$ cat src/rtl/scan_chain_ctrl_pkg.sv
// Shared definitions for the scan chain controller.
//   state_e   : controller FSM states
//   cnt_width : width of the shift counter for a given chain length
package scan_chain_ctrl_pkg;

    typedef enum logic [1:0] {
        IDLE    = 2'd0,
        SHIFT   = 2'd1,
        CAPTURE = 2'd2,
        RESP    = 2'd3
    } state_e;

    // The counter must be able to hold CHAIN_LEN.
    function automatic int cnt_width(input int chain_len);
        return $clog2(chain_len + 1);
    endfunction

endpackage

$ cat src/rtl/scan_chain_ctrl_if.sv
// Bundle between the test-access side (master) and the scan chain
// controller (slave).
//   pattern_*        : parallel pattern handshake into the controller
//   capture_i        : request one functional capture after the shift
//   scan_en_o/scan_d_o/scan_q_i : serial connection to the scan chain
//   resp_*           : parallel response handshake out of the controller
//   busy_o           : controller is not idle
interface scan_chain_ctrl_if #(
    parameter int CHAIN_LEN = 8
);
    logic [CHAIN_LEN-1:0] pattern_i;
    logic                 capture_i;
    logic                 pattern_valid_i;
    logic                 pattern_ready_o;
    logic                 scan_en_o;
    logic                 scan_d_o;
    logic                 scan_q_i;
    logic [CHAIN_LEN-1:0] resp_o;
    logic                 resp_valid_o;
    logic                 resp_ready_i;
    logic                 busy_o;

    modport master (
        output pattern_i, capture_i, pattern_valid_i, resp_ready_i, scan_q_i,
        input  pattern_ready_o, scan_en_o, scan_d_o, resp_o, resp_valid_o, busy_o
    );

    modport slave (
        input  pattern_i, capture_i, pattern_valid_i, resp_ready_i, scan_q_i,
        output pattern_ready_o, scan_en_o, scan_d_o, resp_o, resp_valid_o, busy_o
    );
endinterface

$ cat src/rtl/scan_chain_ctrl.sv
// Scan chain controller: accepts a parallel pattern, shifts it MSB first
// into a scan chain, optionally issues one capture cycle, and returns the
// bits shifted out of the chain tail as a parallel response.
//   clk_i  : clock, shared with the chain flops
//   rst_ni : asynchronous active-low reset
//   bus    : slave side of scan_chain_ctrl_if (pattern in, chain, response out)
//
// state   | meaning
// --------+--------------------------------------------------------------
// IDLE    | ready for a pattern; chain untouched
// SHIFT   | CHAIN_LEN cycles with scan enable, tail bits collected
// CAPTURE | one cycle with scan enable low so the chain loads functional D
// RESP    | response held valid until accepted
module scan_chain_ctrl
    import scan_chain_ctrl_pkg::*;
#(
    parameter int CHAIN_LEN = 8
) (
    input  logic             clk_i,
    input  logic             rst_ni,
    scan_chain_ctrl_if.slave bus
);

    localparam int            CW       = cnt_width(CHAIN_LEN);
    localparam logic [CW-1:0] CNT_LAST = CW'(CHAIN_LEN - 1);

    state_e               state_q, state_d;
    logic [CHAIN_LEN-1:0] sr_q, sr_next;
    logic [CHAIN_LEN-1:0] resp_q;
    logic [CW-1:0]        cnt_q;
    logic                 cap_q;
    logic                 scan_en_q, scan_en_d;
    logic                 scan_d_q, scan_d_d;
    logic                 load, shift;

    // Scan outputs are computed one cycle ahead and registered so the
    // chain sees glitch-free levels.
    always_comb begin
        sr_next   = sr_q << 1;
        state_d   = state_q;
        load      = 1'b0;
        shift     = 1'b0;
        scan_en_d = 1'b0;
        scan_d_d  = 1'b0;
        unique case (state_q)
            IDLE: begin
                if (bus.pattern_valid_i) begin
                    load      = 1'b1;
                    state_d   = SHIFT;
                    scan_en_d = 1'b1;
                    scan_d_d  = bus.pattern_i[CHAIN_LEN-1];
                end
            end
            SHIFT: begin
                shift = 1'b1;
                if (cnt_q == CNT_LAST) begin
                    state_d = cap_q ? CAPTURE : RESP;
                end else begin
                    scan_en_d = 1'b1;
                    scan_d_d  = sr_next[CHAIN_LEN-1];
                end
            end
            CAPTURE: state_d = RESP;
            RESP: begin
                if (bus.resp_ready_i) state_d = IDLE;
            end
            default: state_d = IDLE;
        endcase
    end

    always_ff @(posedge clk_i or negedge rst_ni) begin
        if (!rst_ni) begin
            state_q   <= IDLE;
            scan_en_q <= 1'b0;
            scan_d_q  <= 1'b0;
        end else begin
            state_q   <= state_d;
            scan_en_q <= scan_en_d;
            scan_d_q  <= scan_d_d;
        end
    end

    // Tail bits enter at the LSB and move up, so the first sample ends
    // at bit CHAIN_LEN-1 (the old tail) and the last at bit 0.
    always_ff @(posedge clk_i or negedge rst_ni) begin
        if (!rst_ni) begin
            sr_q   <= '0;
            resp_q <= '0;
            cnt_q  <= '0;
            cap_q  <= 1'b0;
        end else if (load) begin
            sr_q   <= bus.pattern_i;
            resp_q <= '0;
            cnt_q  <= '0;
            cap_q  <= bus.capture_i;
        end else if (shift) begin
            sr_q   <= sr_next;
            resp_q <= CHAIN_LEN'({resp_q, bus.scan_q_i});
            cnt_q  <= cnt_q + CW'(1);
        end
    end

    assign bus.pattern_ready_o = (state_q == IDLE);
    assign bus.resp_valid_o    = (state_q == RESP);
    assign bus.busy_o          = (state_q != IDLE);
    assign bus.scan_en_o       = scan_en_q;
    assign bus.scan_d_o        = scan_d_q;
    assign bus.resp_o          = resp_q;

endmodule

$ cat src/flat_wrapper.sv
// flat-port wrapper written by rule: the top's interface ports become plain ports
module scan_chain_ctrl_flat import scan_chain_ctrl_pkg::*;
#(
    parameter int CHAIN_LEN = 8
)
  (clk_i, rst_ni, bus_pattern_i, bus_capture_i, bus_pattern_valid_i, bus_resp_ready_i, bus_scan_q_i, bus_pattern_ready_o, bus_scan_en_o, bus_scan_d_o, bus_resp_o, bus_resp_valid_o, bus_busy_o);
  scan_chain_ctrl_if #(.CHAIN_LEN(CHAIN_LEN)) bus_i ();
  input  logic clk_i;
  input  logic rst_ni;
  input wire logic [$bits(bus_i.pattern_i)-1:0] bus_pattern_i;
  input wire logic [$bits(bus_i.capture_i)-1:0] bus_capture_i;
  input wire logic [$bits(bus_i.pattern_valid_i)-1:0] bus_pattern_valid_i;
  input wire logic [$bits(bus_i.resp_ready_i)-1:0] bus_resp_ready_i;
  input wire logic [$bits(bus_i.scan_q_i)-1:0] bus_scan_q_i;
  output wire logic [$bits(bus_i.pattern_ready_o)-1:0] bus_pattern_ready_o;
  output wire logic [$bits(bus_i.scan_en_o)-1:0] bus_scan_en_o;
  output wire logic [$bits(bus_i.scan_d_o)-1:0] bus_scan_d_o;
  output wire logic [$bits(bus_i.resp_o)-1:0] bus_resp_o;
  output wire logic [$bits(bus_i.resp_valid_o)-1:0] bus_resp_valid_o;
  output wire logic [$bits(bus_i.busy_o)-1:0] bus_busy_o;
  assign bus_i.pattern_i = bus_pattern_i;
  assign bus_i.capture_i = bus_capture_i;
  assign bus_i.pattern_valid_i = bus_pattern_valid_i;
  assign bus_i.resp_ready_i = bus_resp_ready_i;
  assign bus_i.scan_q_i = bus_scan_q_i;
  assign bus_pattern_ready_o = bus_i.pattern_ready_o;
  assign bus_scan_en_o = bus_i.scan_en_o;
  assign bus_scan_d_o = bus_i.scan_d_o;
  assign bus_resp_o = bus_i.resp_o;
  assign bus_resp_valid_o = bus_i.resp_valid_o;
  assign bus_busy_o = bus_i.busy_o;
  scan_chain_ctrl #(.CHAIN_LEN(CHAIN_LEN)) u_core (.clk_i(clk_i), .rst_ni(rst_ni), .bus(bus_i));
endmodule
$ cat config.mk
export PLATFORM = sky130hd
export DESIGN_NAME = scan_chain_ctrl_flat
export DESIGN_NICKNAME = d
export VERILOG_FILES = /design/src/rtl/scan_chain_ctrl_pkg.sv /design/src/rtl/scan_chain_ctrl_if.sv /design/src/rtl/scan_chain_ctrl.sv /design/src/flat_wrapper.sv
export SDC_FILE = /design/constraint.sdc
export NUM_CORES = 1
export LEC_CHECK = 0
export CAP_MARGIN = 20
export CORE_MARGIN = 8
export CORE_UTILIZATION = 40
export DETAILED_ROUTE_END_ITERATION = 8
export PLACE_DENSITY = 0.66
export SKIP_LAST_GASP = 1
export SYNTH_ARGS = -nofsm -noshare
export SYNTH_HDL_FRONTEND = slang
export SYNTH_SLANG_ARGS = --single-unit
$ cat constraint.sdc
create_clock -name clk_i -period 4 [get_ports clk_i]
set_input_delay 0.4 -clock clk_i [delete_from_list [all_inputs] [get_ports clk_i]]
set_output_delay 0.4 -clock clk_i [all_outputs]
set_load 0.02 [all_outputs]
## Word-level counts from Yosys, hierarchy flattened

Cells that the tools add are included.
Widths: inputs -> output; s select.

| word-level totals | value |
|---|---|
| flip-flop bits (word level) | 24 |
| bits in latches | 0 |
| RAM bits | 0 |
| ROM bits | 0 |
| bits of input ports | 14 |
| output and inout port bits | 13 |
| logic and storage cells | 38 |
| memories kept | 0 |

| cells by class | value |
|---|---|
| $add $sub $neg | 1 |
| multipliers | 0 |
| divide/modulo/power cells | 0 |
| magnitude comparators | 0 |
| equal/unequal tests | 7 |
| shifts and indexed selects | 0 |
| mux-type cells | 19 |
| bitwise operators | 0 |
| reductions and logical operators | 4 |

Operator list:

| kind | count |
|---|---|
| $mux 8 | 2 |
| $mux 7 | 2 |
| $mux 4 | 2 |
| $pmux 2 s4 | 1 |
| $mux 1 | 7 |
| $mux 2 | 3 |
| $add 4x1->4 const B | 1 |
| $eq 2x2->1 const B | 2 |
| $eq 4x3->1 const B | 1 |
| $ne 2x2->1 const B | 2 |
| $pmux 1 s2 | 2 |
| $reduce_bool 2->1 | 2 |
| $reduce_and 3->1 | 1 |
| $eq 2x1->1 const B | 1 |
| $logic_not 2->1 | 1 |
| $ne 2x1->1 const B | 1 |

## Depth between registers and ports, before layout

Gate-level depths: netlist of run 1.

| depth | value |
|---|---|
| word-level depth | 4 |
| gate-level depth with buffers | 7 |
| depth with buffers taken out | 5 |

## Worst setup path before layout of run 1

OpenSTA, ideal clock, no wires.

| path | value |
|---|---|
| path type | flip-flop to flip-flop |
| start point | register u_core.state_q[0] |
| end point | register u_core.state_q[1] |
| setup time | 0.125 ns |
| arrival time | 1.435 ns |
| data required time | 3.875 ns |
| slack | 2.440 ns |
| stages on the path, launching flop included | 6 |
| buffers on the path | 0 |
| clock period less this slack | 1.560 ns |
| cells stage by stage | dfrtp_1 > inv_1 > ha_1 > nor2b_1 > a221oi_4 > mux2_4 |

| on the way | value |
|---|---|
| word-level cells in the longest chain between the ends | 3 |
| elaborated cells between the ends (all ways) | 9 |
| classes of those cells | eq/ne: 6; mux: 1; reduce/logical: 2 |

Ends and longest elaborated chain:

| what | RTL line | text |
|---|---|---|
| start: declaration | scan_chain_ctrl.sv:27 | `state_e state_q, state_d;` |
| start signal: assignment | scan_chain_ctrl.sv:77 | `state_q <= state_d;` |
| $logic_not 2->1 * | -- |  |
| named net bus_pattern_ready_o | flat_wrapper.sv:15 | `output wire logic [$bits(bus_i.pattern_ready_o)-1:0] bus_pattern_ready_o;` |
| $ne 2x2->1 (no source line) | -- |  |
| $reduce_and 3->1 (no source line) | -- |  |

The timed path passes the listed nets; every way through them passes the cells marked *.
A chain may end at the register's enable or synchronous reset.

## Final worst setup path of run 1

| path | value |
|---|---|
| start point | register u_core.state_q[0] |
| end point | output bus_busy_o |

| on the way | value |
|---|---|
| word-level cells in the longest chain between the ends | 1 |

Ends and longest elaborated chain:

| what | RTL line | text |
|---|---|---|
| $reduce_bool 2->1 | scan_chain_ctrl.sv:105 | `assign bus.busy_o = (state_q != IDLE);` |
| end: declaration | flat_wrapper.sv:20 | `output wire logic [$bits(bus_i.busy_o)-1:0] bus_busy_o;` |

No other way between the ends.

==> results_dict.tcl, run 1 <==
set metrics [dict create \
    netSwitchingFraction_pct 36.6 \
    relSlewSlack_pct 38.6 \
    track_usage_pct 9.46 \
    insertion_delay_ns 0.32 \
    diodes 0 \
    p_comb_share_pct 48.9 \
    antenna_left 0 \
    fill_cells 261 \
    place.gp.congestion 0.704 \
    core_area_mm2 0.00273 \
    cts_buffers 3 \
    start_util_pct 41.7 \
    hold_buffers 0 \
    rows 19 \
    vias 774 \
    period_needed_ns 2.16 \
    grt_pass1_wl_um 3860 \
    syn-num-nets 116 \
    critPathMaxFanout 5 \
    clock_skew_ns 0.0116 \
    synth-edff-count 0 \
    port_buffers 26 \
    final_util_pct 54.1 \
    design_area_mm2 0.00148 \
    arrival_ns 1.76 \
    placed_area_mm2 0.00141 \
    hp-class "input pin to async pin" \
    internal_power_w 0.000738 \
    r2r-start "u_core.state_q[0]$_DFFE_PN0P_" \
    nets 143 \
    drc_errors 0 \
    hold_violations 0 \
    root_buffer "clkbuf_4" \
    syn_inst 98 \
    htree_levels 1 \
    ys_top_cells_by_area "dfrtp_1, mux2i_1, ha_1, nor2_1, o21ai_0" \
    post-route-period-util_pct 54.1 \
    clk_pin_slew_worst_paths_ns 0.14 \
    tightest_slew_ns 0.920 \
    wl_um 2270 \
    die_x_um 69.4 \
    finalSetupViolCount 0 \
    reg2reg_setup_slack_ns 2.01 \
    worst_setup_path_end_kind "primary output" \
    ys_seq_area_share_pct 52.7 \
    ys_top_cells_by_count "dfrtp_1, mux2i_1, nor2_1" \
    antenna_found_initial 0 \
    clkSinkCount 24 \
    via_per_inst 4.99 \
    maxCapViolations 0 \
    hpwlAfterDp_um 1550 \
    power.share.clock_pct 15.0 \
    synth_top_area_share_pct 52.7 \
    tns_ns 0 \
    p_sw_w 0.000425 \
    dr.pass1.iters 2 \
    fp.dieH_um 69.4 \
    synth.distinct_cells 25 \
    ff2ff_path_depth 4 \
    async_reset_ff_share_pct 100 \
    rsz0062_at_grt "no" \
    peakVddDrop_uv 516 \
    ctsResizeCount 0 \
    ys_ff_latch 24 \
    slew_viol_final 0 \
    pwr-share-seq_pct 36.1 \
    grt_max_degree 30 \
    power_w 0.00116 \
    postCtsSetupBuffers 0 \
    worstSetupStartpointType "flop" \
    reg2reg_to "u_core.cap_q$_DFFE_PN0P_" \
    ios 27 \
    whs_ns 0.456 \
    clockBufferDepth 2 \
    die_area_mm2 0.00481 \
    leakagePower_nw 0.690 \
    yosysTopAreaCell "dfrtp_1" \
    yosysWarnings 0 \
    wl_per_cell_um 14.6 \
    cts_tree "done" \
    grt_pass1_vias 836 \
    drtIter0Drc 25 \
    post_synth.cell_area_avg_um2 11.6 \
    status "completed" \
    grt_overflow 0 \
    synthesis.area_mm2 0.00114 \
    path_class "flop to primary output" \
    yosysMostFrequentCell "dfrtp_1" \
    fmaxAchievable_mhz 462 \
    synthFlopType "dfrtp_1" \
    drive_gt1_share_pct 9.68 \
    power_density_mw_per_mm2 786 \
    syn_to_final_growth_pct 29.9 \
    critPathRequiredTime_ns 3.60 \
]
[cell type report]
type	count	area (µm²)	area share, %
clock buffer	3	22.5	1.52
clock inverter	1	30.0	2.03
inverter	4	15.0	1.01
multi-input combinational	64	490	33.1
sequential	24	601	40.6
tap	31	38.8	2.62
timing repair buffer	28	283	19.1
[through the flow]
stage / setup WS (ns) / std cells
after CTS: 1.81 / 154
after floorplan: 2.44 / 98
after global routing: 1.70 / 155
final: 1.84 / 155
after global placement: 1.84 / 150
after detailed placement: 1.85 / 150
[worst max-delay path by stage]
stage,startpoint,to,slack [ns]
2_1_floorplan,u_core.state_q[0]$_DFFE_PN0P_,u_core.state_q[1]$_DFFE_PN0P_,2.44
3_3_place_gp,bus_pattern_valid_i,u_core.cap_q$_DFFE_PN0P_,1.84
3_5_place_dp,bus_pattern_valid_i,u_core.cap_q$_DFFE_PN0P_,1.85
4_1_cts,u_core.state_q[0]$_DFFE_PN0P_,bus_busy_o,1.81
5_1_grt,u_core.state_q[0]$_DFFE_PN0P_,bus_busy_o,1.70
6_report,u_core.state_q[0]$_DFFE_PN0P_,bus_busy_o,1.84
[cells in the final DEF, fill, tap and decap left out, drive strengths merged]
master	synthesis	routed
clkdlybuf4s50	0	26
dfrtp	24	24
mux2i	15	15
nor2	12	12
nand2	8	8
o21ai	7	7
inv	4	4
ha	4	4
clkbuf	1	3
xor2	2	2
nand2b	2	2
nand3	2	2
mux2	2	2
buf	5	2
nand3b	1	1
and2	1	1
a21o	1	1
a32o	1	1
xnor2	1	1
nor2b	1	1
a221oi	1	1
nand4	1	1
a22o	1	1
o221a	1	1
bufinv	0	1
[worst max-delay path, stage by stage, from the launching register on]
cell             delay (ns)
dfrtp_1                0.44
inv_1                  0.08
ha_1                   0.23
inv_1                  0.10
clkdlybuf4s50_1        0.61
[sequential cells by signal, summed over array words and instances (netlist names)]
| name | cells |
|---|---|
| u_core.bus.resp_o | 8 |
| u_core.sr_q | 7 |
| u_core.cnt_q | 4 |
| u_core.state_q | 2 |
| u_core.bus.scan_d_o | 1 |
| u_core.bus.scan_en_o | 1 |
| u_core.cap_q | 1 |
[per-layer routing]
metal	vias up	part of all wire (%)	track usage (%)
li1	381	-	-
met1	365	48	11.4
met2	23	44	14.7
met3	5	6.1	3.86
met4	0	1.3	3.42
met5	-	0	0
[cell families (layout without fill, tap and decap cells)]
| kind of cell | after synthesis | after routing | share of synthesized area (%) |
|---|---|---|---|
| xor+xnor | 3 | 3 | 2.31 |
| buf+inv | 10 | 36 | 4.28 |
| fa+ha+maj | 4 | 4 | 4.39 |
| mux | 17 | 17 | 15.5 |
| compound gates | 12 | 12 | 8.89 |
| flops | 24 | 24 | 52.7 |
| simple gates | 28 | 28 | 12.0 |
[power by group through the flow]
| stage | clock [W] | sequential (W) | combinational [W] |
|---|---|---|---|
| final | 0.000174 | 0.000420 | 0.000569 |
| after global routing | 0.000189 | 0.000431 | 0.000627 |
| after CTS | 0.000182 | 0.000421 | 0.000580 |
| after detailed placement | 0 | 0.000426 | 0.000572 |
| after global placement | 0 | 0.000421 | 0.000562 |
| after floorplan | 0 | 0.000455 | 0.000364 |
Power figures use the tool's default switching activity.
==> run 2: changes to the inputs <==
==> constraint.sdc (replaced) <==
create_clock -name clk_i -period 2.25 [get_ports clk_i]
set_input_delay 0.225 -clock clk_i [delete_from_list [all_inputs] [get_ports clk_i]]
set_output_delay 0.225 -clock clk_i [all_outputs]
set_load 0.02 [all_outputs]
==> run 2 against run 1 <==
Compared with the run above:
- count of clock-buffer cells in the layout unchanged
- worst hold slack worse by 0.20 ns
- critical path depth unchanged
- worst setup slack worse by 1.6 ns
- first-iteration DRC count up 100%
- wire length down 1.9%
- combinational power up 81%
- via count up 3.0%
- utilization up 0.27 points
- sequential share of layout area down 0.20 points
- flip-flop and latch count unchanged
- critical endpoint unchanged
==> results_dict.tcl, run 2 (synthesis gave the netlist of run 1 again) <==
set metrics [dict create \
    diodes 0 \
    rsz0062_at_grt "no" \
    ff2ff_path_depth 5 \
    worstPathCellList "inv_1 -> ha_1 -> inv_1 -> clkdlybuf4s50_1" \
    grt_pass1_wl_um 4040 \
    reg2reg_setup_slack_ns 0.58 \
    arrival_ns 1.78 \
    place.gp.congestion 0.740 \
    nets 145 \
    worst_setup_path_end_kind "primary output" \
    cpMostUsedCell "inv_1" \
    post-route-period-util_pct 89.2 \
    die_x_um 69.4 \
    antenna_left 0 \
    hp-class "input pin to async pin" \
    wl_met1_um 961 \
    cts_buffers 3 \
    met3_length_um 160 \
    hpwlAfterDp_um 1680 \
    path_class "flop to primary output" \
    period_needed_ns 2.01 \
    final_util_pct 54.4 \
    layout_common_cells "clkdlybuf4s50_1, dfrtp_1, mux2i_1" \
    drtIter0Drc 50 \
    rows 19 \
    postCtsSetupBuffers 0 \
    worstSetupStartpointType "flop" \
    wl_per_cell_um 14.2 \
    hold_violations 0 \
    drc_errors 0 \
    via_per_inst 5.08 \
    grt_max_degree 25 \
    crit_slowest_cell "clkdlybuf4s50_1" \
    critPathRequiredTime_ns 2.03 \
    clockBufferDepth 2 \
    routed.top_layer "met4" \
    ios 27 \
    maxCapViolations 0 \
    peakVddDrop_uv 897 \
    grt_pass1_vias 884 \
    port_buffers 26 \
    fp.dieH_um 69.4 \
    relSlewSlack_pct 75.2 \
    layout_commonest_cell "clkdlybuf4s50_1" \
    slowest_delay_ns 0.61 \
    die_area_mm2 0.00481 \
    antenna_found_initial 0 \
    slew_viol_final 0 \
    htree_levels 1 \
    clkSinkCount 24 \
    leakagePower_nw 0.698 \
    start_util_pct 41.7 \
    power_density_mw_per_mm2 1400 \
    clk_pin_slew_worst_paths_ns 0.13 \
    fmaxAchievable_mhz 498 \
    cts_tree "done" \
    vias 797 \
    grt_overflow 0 \
    status "completed" \
    core_area_mm2 0.00273 \
    tightest_slew_ns 0.372 \
    drive_gt1_share_pct 11.1 \
    met2_length_um 1100 \
    syn_to_final_growth_pct 30.5 \
    fill_cells 250 \
    dr.pass1.iters 4 \
    clock_skew_ns 0.00331 \
    wl_um 2230 \
    critPathMaxFanout 5 \
    largest_register_ffs 8 \
    tns_ns 0 \
    insertion_delay_ns 0.31 \
    hold_buffers 0 \
    ctsResizeCount 0 \
    root_buffer "clkbuf_4" \
    track_usage_pct 9.91 \
    finalSetupViolCount 0 \
]
==> run 2: changes by cell type in the layout (fill, tap and decap cells not counted) <==
cell / before / now
buf_4: 1 / 4
buf_8: 1 / 0
==> run 2: power by group <==
part           switching (W)  internal (W)  total [W]
Combinational       0.000504      0.000528    0.00103
Clock               0.000123      0.000180   0.000303
Sequential          0.000124      0.000618   0.000742
==> run 2: path summary, 6_finish.rpt <==
kind | endpoint | start
hold reg to reg | u_core.cap_q$_DFFE_PN0P_ | u_core.cap_q$_DFFE_PN0P_
max in group asynchronous | u_core.bus.resp_o[1]$_DFFE_PN0P_ | rst_ni
hold / removal | u_core.sr_q[5]$_DFFE_PN0P_ | rst_ni
setup reg to reg | u_core.sr_q[4]$_DFFE_PN0P_ | u_core.state_q[0]$_DFFE_PN0P_
min in group clk_i | u_core.sr_q[6]$_DFFE_PN0P_ | bus_pattern_i[6]
setup / recovery | bus_busy_o | u_core.state_q[0]$_DFFE_PN0P_
==> run 2: final cells by class <==
class                           count  area [µm²]  area share, %
Multi-Input combinational cell     64         490           33.0
Sequential cell                    24         601           40.4
Timing Repair Buffer               30         290           19.5
Tap cell                           31        38.8           2.61
Inverter                            4        15.0           1.01
Clock inverter                      1        30.0           2.02
Clock buffer                        3        22.5           1.51
==> run 2: critical path: cells and delay by family, from the launching register on <==
kind	cells	cell delay (ns)
DFF	1	0.44
buffers and inverters	3	0.80
adders and majority gates	1	0.24
==> run 2: metal layers <==
metal	global-route usage, %	up-vias
met5	0	-
met1	11.4	388
li1	-	385
met4	3.42	0
met3	4.15	2
met2	16.1	22
==> run 2: metrics by stage <==
step | hold slack, ns | cells | cell area, µm² | setup slack [ns] | total power (W)
floorplan | -0.0706 | 98 | 1140 | 0.690 | 0.00146
global placement | 0.483 | 153 | 1440 | 0.651 | 0.00177
detailed placement | 0.492 | 153 | 1440 | 0.547 | 0.00181
CTS | 0.246 | 157 | 1490 | 0.219 | 0.00212
global route | 0.259 | 157 | 1490 | 0.150 | 0.00225
finish | 0.255 | 157 | 1490 | 0.243 | 0.00208
==> run 3: changes to the inputs <==
--- a/config.mk
+++ b/config.mk
@@ -11,6 +11,7 @@
 export DETAILED_ROUTE_END_ITERATION = 8
 export PLACE_DENSITY = 0.66
 export SKIP_LAST_GASP = 1
+export SLEW_MARGIN = 0
 export SYNTH_ARGS = -nofsm -noshare
 export SYNTH_HDL_FRONTEND = slang
 export SYNTH_SLANG_ARGS = --single-unit
==> results of run 3 <==
Same layout as run 2: the final DEF is identical, and so are final timing and power.
==> RTL edit 1 (settings of run 3) <==
`CHAIN_LEN` is set to 8 in 3 places; all go to 4.
--- a/src/rtl/scan_chain_ctrl_if.sv
+++ b/src/rtl/scan_chain_ctrl_if.sv
@@ -6,7 +6,7 @@
 //   resp_*           : parallel response handshake out of the controller
 //   busy_o           : controller is not idle
 interface scan_chain_ctrl_if #(
-    parameter int CHAIN_LEN = 8
+    parameter int CHAIN_LEN = 4
 );
     logic [CHAIN_LEN-1:0] pattern_i;
     logic                 capture_i;
--- a/src/rtl/scan_chain_ctrl.sv
+++ b/src/rtl/scan_chain_ctrl.sv
@@ -14,7 +14,7 @@
 module scan_chain_ctrl
     import scan_chain_ctrl_pkg::*;
 #(
-    parameter int CHAIN_LEN = 8
+    parameter int CHAIN_LEN = 4
 ) (
     input  logic             clk_i,
     input  logic             rst_ni,
--- a/src/flat_wrapper.sv
+++ b/src/flat_wrapper.sv
@@ -1,7 +1,7 @@
 // flat-port wrapper written by rule: the top's interface ports become plain ports
 module scan_chain_ctrl_flat import scan_chain_ctrl_pkg::*;
 #(
-    parameter int CHAIN_LEN = 8
+    parameter int CHAIN_LEN = 4
 )
   (clk_i, rst_ni, bus_pattern_i, bus_capture_i, bus_pattern_valid_i, bus_resp_ready_i, bus_scan_q_i, bus_pattern_ready_o, bus_scan_en_o, bus_scan_d_o, bus_resp_o, bus_resp_valid_o, bus_busy_o);
   scan_chain_ctrl_if #(.CHAIN_LEN(CHAIN_LEN)) bus_i ();
Ports: changed (resized bus_pattern_i and bus_resp_o); port bits go from 27 to 19. The function was not compared with the original's and may differ.
==> RTL edit 1 against run 3 <==
Largest power group unchanged; worst setup slack improved by 110 ps; sequential cell count decreased by 9; critical endpoint unchanged; hold slack improved by 78 ps; routed wire length decreased by 37%; power decreased by 34%; final cell count decreased by 29%; area after synthesis decreased by 35%; design area decreased by 35%.
==> RTL edit 1: results (changes against run 3) <==
Outcome
The run finished with clean final reports.

Power
The leakage power summed over all cells came to 0.0004523 µW (-35%). The combinational logic power came to 755 µW (-27%).

Placed design
The HPWL after detailed placement is 1.037 mm (-38%). The worst-case setup slack after placement is 665.8 ps (+118.9 ps). The count of port buffers added during placement is 18 (-31%). The final weighted congestion in routability-driven placement is 0.7955 (+7.6%).

Clock tree
The clock latency on the worst-skew pair is 290 ps (-20 ps).

Logic synthesis
The adder-cell share of the synthesized area is 10.07% (+5.7 points). The commonest cells after synthesis are dfrtp_1 (15), nor2_1 (8), mux2i_1 (7). The xor/xnor share of the synthesized area is 1.174% (-1.1 points). By area, the combinational part of the netlist is dominated by simple AND/OR/NAND/NOR gates. The share of cell area taken by muxes after synthesis is 11.41% (-4.1 points).

Worst setup path
The worst-path maximum fanout was 4 (-1). The reg-to-reg setup timing slack was 680 ps (+100 ps). The arrival time at the worst endpoint came to 1670 ps (-110 ps). In this run the critical register-to-register path is captured at u_core.state_q[1]$_DFFE_PN0P_.

STA
The post-layout minimum cycle time was 1892 ps (-114.6 ps). The worst hold slack is 332.2 ps (+77.51 ps). The worst slew margin relative to its limit is 55.49% (-20 points).

Route
The number of DRC violations after detailed-routing iteration 0 is 4 (-92%). The number of optimization iterations in the first detailed-route pass came to 3 (-1). The routed wire length on met3 came to 116 µm (-28%).

The routed length on met2 is 592 µm (-46%). The post-detailed-routing wire length is 1.404 mm (-37%).

GRT
The met2 track demand over resource was 12.93% (-3.2 points). The via count of the first global-routing pass is 556 (-37%). The first-pass GRT wire length is 2.449 mm (-39%). The met1 capacity usage during global routing was 10.79% (-0.59 points).

The global routing usage on met3 was 4.555% (+0.41 points).

Finish
The share of layout cells above drive strength 1 was 10.47% (-0.65 points). The number of filler cells placed in the layout is 167 (-33%). The net count of the finished layout is 103 (-29%).
## RTL edit 1: cell types whose count changed after synthesis, moves of 2 or more
cell	change
a211oi_1	+2
buf_2	-2
dfrtp_1	-9
ha_1	+2
mux2i_1	-8
nand2_1	-4
nand3_1	-2
nor2_1	-4
o21ai_0	-7
o21ai_1	+4
xor2_1	-2
## RTL edit 1: final cells by class
type / count / share of cell area, %
Clock inverter: 1 / 0.5148
Multi-Input combinational cell: 43 / 34.11
Sequential cell: 15 / 38.61
Tap cell: 25 / 3.218
Clock buffer: 3 / 2.317
Inverter: 5 / 1.931
Timing Repair Buffer: 19 / 19.31
## RTL edit 1: per-stage QoR
step,utilization (%),cells,total power [µW]
2_1_floorplan,-,66,1002
3_3_place_gp,54.12,107,1222
3_5_place_dp,54.12,107,1243
4_1_cts,55.70,111,1406
5_1_grt,55.70,111,1506
6_report,55.70,111,1379
==> RTL edit 2 (config.mk and constraints of run 3) <==
Made on the original files. Reset style: synchronous (`rst_ni`), changed in 2 clocked blocks. Comments in the files are not updated.
--- a/src/rtl/scan_chain_ctrl.sv
+++ b/src/rtl/scan_chain_ctrl.sv
@@ -68,7 +68,7 @@
         endcase
     end
 
-    always_ff @(posedge clk_i or negedge rst_ni) begin
+    always_ff @(posedge clk_i) begin
         if (!rst_ni) begin
             state_q   <= IDLE;
             scan_en_q <= 1'b0;
@@ -82,7 +82,7 @@
 
     // Tail bits enter at the LSB and move up, so the first sample ends
     // at bit CHAIN_LEN-1 (the old tail) and the last at bit 0.
-    always_ff @(posedge clk_i or negedge rst_ni) begin
+    always_ff @(posedge clk_i) begin
         if (!rst_ni) begin
             sr_q   <= '0;
             resp_q <= '0;
Formal check against the unedited RTL: differs if rst_ni is asserted again (counterexample within 4 cycles, from zero or initial values and one cycle with rst_ni low); with rst_ni held inactive, the same outputs for 10 cycles.
==> RTL edit 2 against run 3 <==
Worst setup slack better by 14 ps; design area down 8.2%; largest power group unchanged; routed wire length fell by 7.5%; sequential cell count is the same; clock power fell by 43%; critical endpoint unchanged; area after synthesis decreased by 7.9%; hold slack gained 230 ps; power decreased by 37%.
==> RTL edit 2: results (changes against run 3) <==
Worst setup path
The reg-to-reg setup timing slack was 630 ps (+50 ps). The worst-path maximum fanout is 8 (+3). The depth of the worst register-to-register path was 4 (-1). The endpoint of the worst register-to-register path is u_core.state_q[0]$_SDFFE_PN0P_.

STA
The setup skew after layout is 1.456 ps (-1.856 ps).

Route
The number of DRC violations after detailed-routing iteration 0 is 37 (-26%). The average via count per standard cell is 4.976 (-2.0%). The routed length per placed instance is 12.56 µm (-11%).

Finish
The number of filler cells placed in the layout is 239 (-4.4%). The post-layout instance count excluding filler cells is 164 (+4.5%). The share of layout cells above drive strength 1 came to 4.478% (-6.6 points).

Outcome
The run finished with clean final reports.

Clock tree
The maximum buffer depth of the clock tree is 2 (unchanged). The clock-pin slew on the worst setup and hold paths was 110 ps (-20 ps).

Logic synthesis
The gate count after technology mapping was 108 (+10%). The post-synthesis cell type count came to 21 (-16%). After synthesis, the most frequently instantiated cells are dfxtp_1 (24), mux2i_1 (17), nand2_1 (14).

The sequential area share after synthesis is 45.77% (-6.9 points). The async set-or-reset flop fraction in the synthesized netlist was 0% (-100 points).

Placed design
The count of port buffers added during placement is 26 (unchanged). The HPWL after detailed placement is 1.540 mm (-8.4%). The final weighted congestion in routability-driven placement is 0.7589 (+2.6%).

GRT
The via count of the first global-routing pass was 793 (-10%). The global-route usage over all layers was 9.658% (-0.25 points). The pin count of the biggest net entering global routing came to 23 (-8.0%). The initial antenna violation count is 0 (unchanged).

Power
The leakage power summed over all cells is 0.0005921 µW (-15%). The internal power of the cells came to 848.7 µW (-36%).

Worst hold path
The classification of the worst-slack hold path is flip-flop to flip-flop.
==> RTL edit 2: layout make-up <==
class / instances / area [µm²] / share of cell area (%)
inverters: 5 / 18.77 / 1.375
multi-input cells: 73 / 523.0 / 38.31
repair buffers: 29 / 282.8 / 20.71
well taps: 30 / 37.54 / 2.750
clock buffers: 3 / 22.52 / 1.650
flip-flops and latches: 24 / 480.5 / 35.20
==> RTL edit 2: how the worst min path moves through the flow <==
stage	start	to
6_report	u_core.cap_q$_SDFFE_PN0P_	u_core.cap_q$_SDFFE_PN0P_
4_1_cts	u_core.cap_q$_SDFFE_PN0P_	u_core.cap_q$_SDFFE_PN0P_
5_1_grt	bus_capture_i	u_core.cap_q$_SDFFE_PN0P_
2_1_floorplan	bus_scan_q_i	u_core.bus.resp_o[0]$_SDFFE_PP0P_
3_3_place_gp	u_core.cap_q$_SDFFE_PN0P_	u_core.cap_q$_SDFFE_PN0P_
3_5_place_dp	u_core.cap_q$_SDFFE_PN0P_	u_core.cap_q$_SDFFE_PN0P_
==> RTL edit 2: cell families (layout without fill, tap and decap cells) <==
family | after synthesis | in the layout | share of synthesized area [%]
and+or+nand+nor | 35 | 35 | 14.66
DFF | 24 | 24 | 45.77
muxes | 17 | 17 | 16.21
AOI/OAI and AO/OA | 13 | 13 | 10.49
buffers and inverters | 11 | 37 | 4.411
adders and majority gates | 5 | 5 | 5.959
xor gates and xnor gates | 3 | 3 | 2.503
==> RTL edit 2: metal layers <==
metal / vias to the layer above / routed length [µm] / GRT usage [%]
met3: 2 / 122 / 3.311
met2: 16 / 951 / 14.93
met5: - / 0 / 0
met1: 377 / 968 / 11.74
met4: 0 / 17 / 4.700
li1: 421 / - / -
==> RTL edit 2: tightest hold or removal path, cell delays in order (launching register included) <==
cell and delay [ps]:
dfxtp_1 330, nand2_1 50, a21boi_0 70
==> RTL edit 2: stage by stage <==
stage | area (µm²) | power, µW | hold slack (ps) | setup WS (ps) | util (%)
finish | 1365 | 1320 | 486.9 | 257.2 | 55.10
global route | 1365 | 1418 | 499.3 | 157.6 | 55.10
CTS | 1365 | 1340 | 486.2 | 231.3 | 55.10
detailed placement | 1343 | 1162 | 468.7 | 588.5 | 54.19
global placement | 1343 | 1142 | 460.1 | 633.4 | 54.19
floorplan | 1050 | 984.1 | 372.2 | 677.6 | -
==> RTL edit 2: power by group through the flow <==
| stage | clock network, µW | logic [µW] | registers [µW] |
|---|---|---|---|
| after floorplan | 0 | 420 | 564 |
| after global placement | 0 | 587 | 555 |
| after detailed placement | 0 | 602 | 560 |
| after CTS | 187 | 603 | 550 |
| after global routing | 201 | 657 | 560 |
| final | 172 | 597 | 551 |
